[src/rtl/loop_sequencer.sv]
// Hardware for-loop engine: issues init, init+step, ... while index < limit over a
// valid/ready handshake, then reports the exit index and whether it overflowed.
module loop_sequencer #(
    parameter int unsigned W = 4
) (
    input  logic         clk,
    input  logic         rst,
    input  logic         start,
    input  logic [W-1:0] cfg_init,
    input  logic [W-1:0] cfg_limit,
    input  logic [W-1:0] cfg_step,
    input  logic         abort,
    output logic         idx_valid,
    input  logic         idx_ready,
    output logic [W-1:0] idx,
    output logic         busy,
    output logic         done,
    output logic [W-1:0] final_idx,
    output logic         wrapped,
    output logic         err
);

    typedef enum logic [1:0] {StIdle, StRun, StDone} state_t;

    state_t       state;
    logic [W-1:0] step_q;
    logic [W-1:0] limit_q;
    logic [W:0]   nxt;

    // One extra bit so an overflowing increment is seen as a carry, not a small value.
    assign nxt = {1'b0, idx} + {1'b0, step_q};

    always_ff @(posedge clk or posedge rst) begin
        if (rst) begin
            state     <= StIdle;
            step_q    <= '0;
            limit_q   <= '0;
            idx       <= '0;
            idx_valid <= 1'b0;
            busy      <= 1'b0;
            done      <= 1'b0;
            err       <= 1'b0;
            final_idx <= '0;
            wrapped   <= 1'b0;
        end else begin
            done <= 1'b0;
            err  <= 1'b0;
            unique case (state)
                StIdle: begin
                    if (start) begin
                        if (cfg_step == '0) begin
                            err <= 1'b1;
                        end else if (cfg_init >= cfg_limit) begin
                            state     <= StDone;
                            busy      <= 1'b1;
                            done      <= 1'b1;
                            final_idx <= cfg_init;
                            wrapped   <= 1'b0;
                        end else begin
                            state     <= StRun;
                            busy      <= 1'b1;
                            idx_valid <= 1'b1;
                            idx       <= cfg_init;
                            step_q    <= cfg_step;
                            limit_q   <= cfg_limit;
                        end
                    end
                end
                StRun: begin
                    // Abort wins even over a handshake that would have ended the loop.
                    if (abort) begin
                        state     <= StIdle;
                        busy      <= 1'b0;
                        idx_valid <= 1'b0;
                    end else if (idx_ready) begin
                        if (nxt[W] || (nxt[W-1:0] >= limit_q)) begin
                            state     <= StDone;
                            idx_valid <= 1'b0;
                            done      <= 1'b1;
                            final_idx <= nxt[W-1:0];
                            wrapped   <= nxt[W];
                        end else begin
                            idx <= nxt[W-1:0];
                        end
                    end
                end
                StDone: begin
                    state <= StIdle;
                    busy  <= 1'b0;
                end
                default: begin
                    state     <= StIdle;
                    busy      <= 1'b0;
                    idx_valid <= 1'b0;
                end
            endcase
        end
    end

endmodule

[config.mk]
export PLATFORM = sky130hd
export DESIGN_NAME = loop_sequencer
export DESIGN_NICKNAME = d
export VERILOG_FILES = /design/src/rtl/loop_sequencer.sv
export SDC_FILE = /design/constraint.sdc
export NUM_CORES = 1
export LEC_CHECK = 0
export ABC_AREA = 0
export CAP_MARGIN = 10
export CORE_AREA = 2 2 44 87
export CTS_BUF_LIST = sky130_fd_sc_hd__clkbuf_8
export CTS_CLUSTER_SIZE = 28
export DETAILED_ROUTE_END_ITERATION = 16
export DIE_AREA = 0 0 46 89
export PLACE_DENSITY = 0.71
export SLEW_MARGIN = 20
export SYNTH_ARGS = -nofsm -noshare
export SYNTH_HDL_FRONTEND = slang
export SYNTH_SLANG_ARGS = --single-unit
[constraint.sdc]
create_clock -name clk -period 3.31 [get_ports clk]
set_clock_uncertainty 0.15 [all_clocks]
set_input_delay 0.662 -clock clk [delete_from_list [all_inputs] [get_ports clk]]
set_output_delay 0.662 -clock clk [all_outputs]
set_load 0.01 [all_outputs]
# == After elaboration in Yosys (flattened, before gate mapping) ==
# Cells that the tools add are included.
# Widths: inputs -> output; s select.
# totals
reg_bits,23
inputBits,17
output_inout_bits,13
word_cells,88
# classes
add_sub_neg,1
magnitude_cmp,2
eq_ne,13
muxes,49
n_bitwise,3
n_reduce_logical,10
# ops
cell,count
$mux 4,12
$mux 1,24
$ne 2x2->1 const B,9
$pmux 4 s2,2
$reduce_and 7->1,2
$mux 2,6
$ge 4x4->1,2
$reduce_and 4->1,2
$ne 3x3->1 const B,2
$pmux 1 s2,3
$reduce_and 6->1,1
$add 4x4->5,1
$logic_not 4->1,1
$pmux 2 s2,1
$not 1->1,3
$pmux 1 s3,1
$reduce_and 3->1,1
$eq 2x1->1 const B,1
$eq 2x2->1 const B,1
$logic_not 2->1,1
$reduce_bool 2->1,1
$logic_or 1x1->1,1

# == Longest topological paths before layout ==
# depth
word_depth,7
ltp_mapped,10
ltp_nobuf,9

# == Worst setup path after synthesis ==
# Ideal clock, no wire load.
# synth_path
path_type,reg-to-reg
startpoint,register idx[0]
endpoint,register final_idx[0]
setup_ns,0.125
arrival_ns,2.545
t_required_ns,3.035
path_slack_ns,0.490
path_stages_with_launch,10
path_buffers,1
cell_sequence,dfrtp_1 ha_1 fa_1 ha_1 or3b_1 o2111ai_2 nand3_2 o221a_4 buf_6 mux2_4
# synth_via
elab_chain_cells,5
word_cells_on_any_way,9
cone_classes,1 x add/sub; 1 x order compare; 1 x eq/ne; 4 x mux; 2 x reduce/logical
# synth_rtl
element,line_no,rtl
"start, declared",15,"output logic [W-1:0] idx,"
"start signal, assigned",63,idx <= cfg_init;
"start signal, assigned",83,idx <= nxt[W-1:0];
$add 4x4->5 (*),31,"assign nxt = {1'b0, idx} + {1'b0, step_q};"
$ge 4x4->1 or $mux 4 (tied branches),76,if (nxt[W] || (nxt[W-1:0] >= limit_q)) begin
$logic_or 1x1->1 or $mux 4 (tied branches),"76, 75",
$ne 2x2->1 (no source line) or $mux 4 (tied branches),n/a,
$reduce_and 7->1 (no source line) or $pmux 4 s2 (tied branches),n/a,
"end signal, assigned",57,final_idx <= cfg_init;
"end signal, assigned",80,final_idx <= nxt[W-1:0];
"end, declared",18,"output logic [W-1:0] final_idx,"
# Mark *: on every way between the ends. The rest lies on a longest branch, timed or not. The select of a mux whose other input is x is not followed.
# A chain may end at the register's enable or synchronous reset.

# == Worst setup path in the final report ==
# layout_path
startpoint,register idx[1]
endpoint,register idx[2]
# layout_via
elab_chain_cells,5
word_cells_on_any_way,9
cone_classes,1 x add/sub; 1 x order compare; 1 x eq/ne; 4 x mux; 2 x reduce/logical
# layout_rtl
element,line_no
$add 4x4->5 (*),31
$ge 4x4->1 or $mux 4 (tied branches),76
$logic_or 1x1->1 or $mux 4 (tied branches),"76, 75"
$ne 2x2->1 (no source line) or $mux 4 (tied branches),n/a
$reduce_and 7->1 (no source line) or $pmux 4 s2 (tied branches),n/a
# Marks and branches as above.

==> results.yml <==
drt:
  drc: 0
  ant_nets: 0
  routedWlPerCell_um: 15.87
  vias_per_cell: 5.425
  first_pass_iters: 4
  vias: 944
  drt_wl_total_um: 2761
  drt_iter0_markers: 35
pwr:
  p_clk_share_pct: 10.0
  leakagePower_uw: 0.0007770
  pwr-share-seq_pct: 29.5
  switching_share_pct: 39.76
  ir_worst_vdd_v: 0.0004819
  power.total_uw: 1745
  p_comb_share_pct: 60.5
  intPower_uw: 1052
  p_per_area_nw_per_um2: 1028
  p_switching_uw: 693.9
global_route:
  grt_use_met1_pct: 16.03
  grt_util_met3_pct: 2.020
  antenna_found_initial: 0
  grt_max_degree: 24
  use_met2_pct: 28.91
  gr-usage-all-layers_pct: 15.43
  grt_pass1_wl_um: 4574
  grt_pass1_vias: 974
  grt.busiest_layer: "met2"
  grt_overflow: 0
synthesis:
  synthTopCellsByCount: "dfrtp_1 (23), ha_1 (12), mux2_2 (12), inv_1 (10), nand2_1 (6)"
  synth_nets: 140
  yosys-top-cells-area: "dfrtp_1 (43%), ha_1 (11%), mux2_2 (10%)"
  yosysTopAreaCell: "dfrtp_1"
  syn_inst: 110
  yosysMostFrequentCell: "dfrtp_1"
  synth_edf_count: 0
  dominantRegCellSynth: "dfrtp_1"
  synth_area_um2: 1330
  ys_types: 34
  synth-seq-cells: 23
  ys_async_sr_fraction_pct: 100.0
  avgSynthCellArea_um2: 12.09
  yosysSeqAreaShare_pct: 43.27
  yosys_warnings: 0
  synth_top_area_share_pct: 43.27
floorplanning:
  core_um2: 3378
  fp.dieArea_um2: 4094
  start_util_pct: 39.37
  num_rows: 30
  chipWidth_um: 46
  ios: 30
  die_h_um: 89
clock_tree:
  cts_resized: 0
  post_cts_buffers: 0
  ctsHoldBuffers: 0
  cts_inserted_buffers: 3
  clock_path_buffers: 2
  cts_tree: "done"
  clk_latency_ps: 270
  path_clk_slew_ps: 80
  htreeDepth: 1
  clock-sinks: 23
  root_buffer: "clkbuf_8"
final_layout:
  antenna_cells: 0
  syn_to_final_growth_pct: 27.66
  layoutNonFillerInstCount: 174
  final.fill_count: 327
  postLayoutCellArea_um2: 1698
  final_nets: 173
  drive_gt1_share_pct: 22.54
setup_path:
  crit_fanout: 4
  cp_data_arrival_time_ps: 3070
  crit_path_start_kind: "flop"
  cp-end-kind: "flop"
  slowest_delay_ps: 450
  crit_slowest_cell: "dfrtp_1"
  crit_required_ps: 3310
  crit_chain: "ha_1 > a21o_1 > a21oi_1 > xnor2_1 > ha_1 > a21oi_1 > nand3_1 > a221oi_2 > mux2_2"
  setup.worst_path.class: "reg2reg"
placement:
  place_hpwl_um: 2313
  gp_congestion: 0.8006
  io_buffers: 29
  dp.cells: 170
  dpl_cell_area_um2: 1652
timing:
  setup_viol: 0
  hold_viol: 0
  fmaxAchievable_ghz: 0.3256
  min_period_over_period_pct: 92.78
  finalCriticalPeriod_ps: 3071
  worst_slew_pin_slew_ps: 853.3
  slew_headroom_pct: 43.05
  fin_setup_tns_ps: 0
  rsz0062_at_grt: "no"
  finalMaxSlewViolations: 0
job:
  max-cap-violations: 0
run_status:
  outcome: "completed"
hold_path:
  hold_class: "reg2reg"
## metrics by stage
stage | hold WS (ps) | setup slack [ps] | util, %
global route | 383.5 | 102.5 | 50.26
floorplan | 306.9 | 490.0 | -
CTS | 366.0 | 249.3 | 50.26
finish | 363.8 | 239.1 | 50.26
detailed placement | 351.2 | 188.5 | 48.89
global placement | 347.0 | 271.6 | 48.89
## layer usage
| layer | routed length (um) | part of all wire (%) | vias to the layer above |
|---|---|---|---|
| li1 | - | - | 455 |
| met1 | 983 | 36 | 464 |
| met2 | 1654 | 60 | 18 |
| met3 | 48 | 1.7 | 7 |
| met4 | 74 | 2.7 | 0 |
| met5 | 0 | 0 | - |
## layout by cell type (no fill, tap or decap)
| cell | count |
|---|---|
| mux2i_1 | 3 |
| o221a_4 | 1 |
| clkbuf_8 | 3 |
| nor2_4 | 1 |
| a21o_1 | 3 |
| nand3_1 | 2 |
| mux2_2 | 12 |
| a31o_2 | 1 |
| or3b_1 | 1 |
| or4_4 | 1 |
| mux2_4 | 4 |
| ha_1 | 12 |
| nand3_2 | 2 |
| a21oi_1 | 5 |
| buf_4 | 2 |
| a221oi_2 | 1 |
| o21ai_0 | 3 |
| dfrtp_1 | 23 |
| nand2_2 | 1 |
| a211oi_1 | 1 |
| xor2_1 | 1 |
| nor2_1 | 4 |
| nor3b_1 | 1 |
| clkinv_2 | 1 |
| o22ai_1 | 1 |
| clkdlybuf4s50_1 | 29 |
| or2b_1 | 1 |
| nand2b_1 | 1 |
| fa_1 | 1 |
| o2111ai_2 | 1 |
| o21bai_1 | 1 |
| inv_1 | 10 |
| xnor2_1 | 1 |
| o221a_2 | 1 |
| nand2_1 | 6 |
## registers in the layout (all words and copies together) (netlist names)
| register | count |
|---|---|
| busy | 1 |
| done | 1 |
| err | 1 |
| final_idx | 4 |
| idx | 4 |
| idx_valid | 1 |
| limit_q | 4 |
| state | 2 |
| step_q | 4 |
| wrapped | 1 |
## worst max-delay path, delay by kind of cell (launching register included)
kind	cells	cell delay [ps]
AO/OA/AOI/OAI	4	1030
XOR/XNOR	1	170
adder cells (fa/ha/maj)	2	620
flip-flops	1	450
multiplexers	1	390
AND/OR/NAND/NOR	1	150
## layout make-up
| cell class | count | area [um^2] | area share (%) |
|---|---|---|---|
| Clock inverter | 1 | 5.005 | 0.2948 |
| Clock buffer | 3 | 41.29 | 2.432 |
| Tap cell | 32 | 40.04 | 2.358 |
| Inverter | 10 | 37.54 | 2.211 |
| Timing Repair Buffer | 31 | 305.3 | 17.98 |
| Multi-Input combinational cell | 74 | 693.2 | 40.83 |
| Sequential cell | 23 | 575.6 | 33.90 |
## cell families (layout without fill, tap and decap cells)
family                     Yosys count  after routing  synth area share [%]
DFF                                 23             23                 43.27
and+or+nand+nor                     21             21                 9.502
AOI/OAI and AO/OA                   19             19                 11.57
muxes                               19             19                 16.93
adders and majority gates           13             13                 12.79
buffers and inverters               13             45                 4.610
xor gates and xnor gates             2              2                 1.317
## path summary, 6_finish.rpt
path,startpoint,to,slack (ps),cells after the start
setup / recovery,idx[1],idx[2],240,9
hold / removal,state[1],busy,360,1
setup reg to reg,idx[1],idx[2],240,9
hold reg to reg,state[1],busy,360,1
max in group asynchronous,rst,state[1],1760,2
min in group asynchronous,rst,idx[3],720,2
## power groups by stage
stage          Sequential [uW]  Combinational (uW)  Clock (uW)
6_report                   515                1060         175
5_1_grt                    537                1170         195
3_3_place_gp               518                1030           0
4_1_cts                    519                1070         184
3_5_place_dp               525                1060           0
2_1_floorplan              521                 738           0
(Power assumes the default switching activity.)
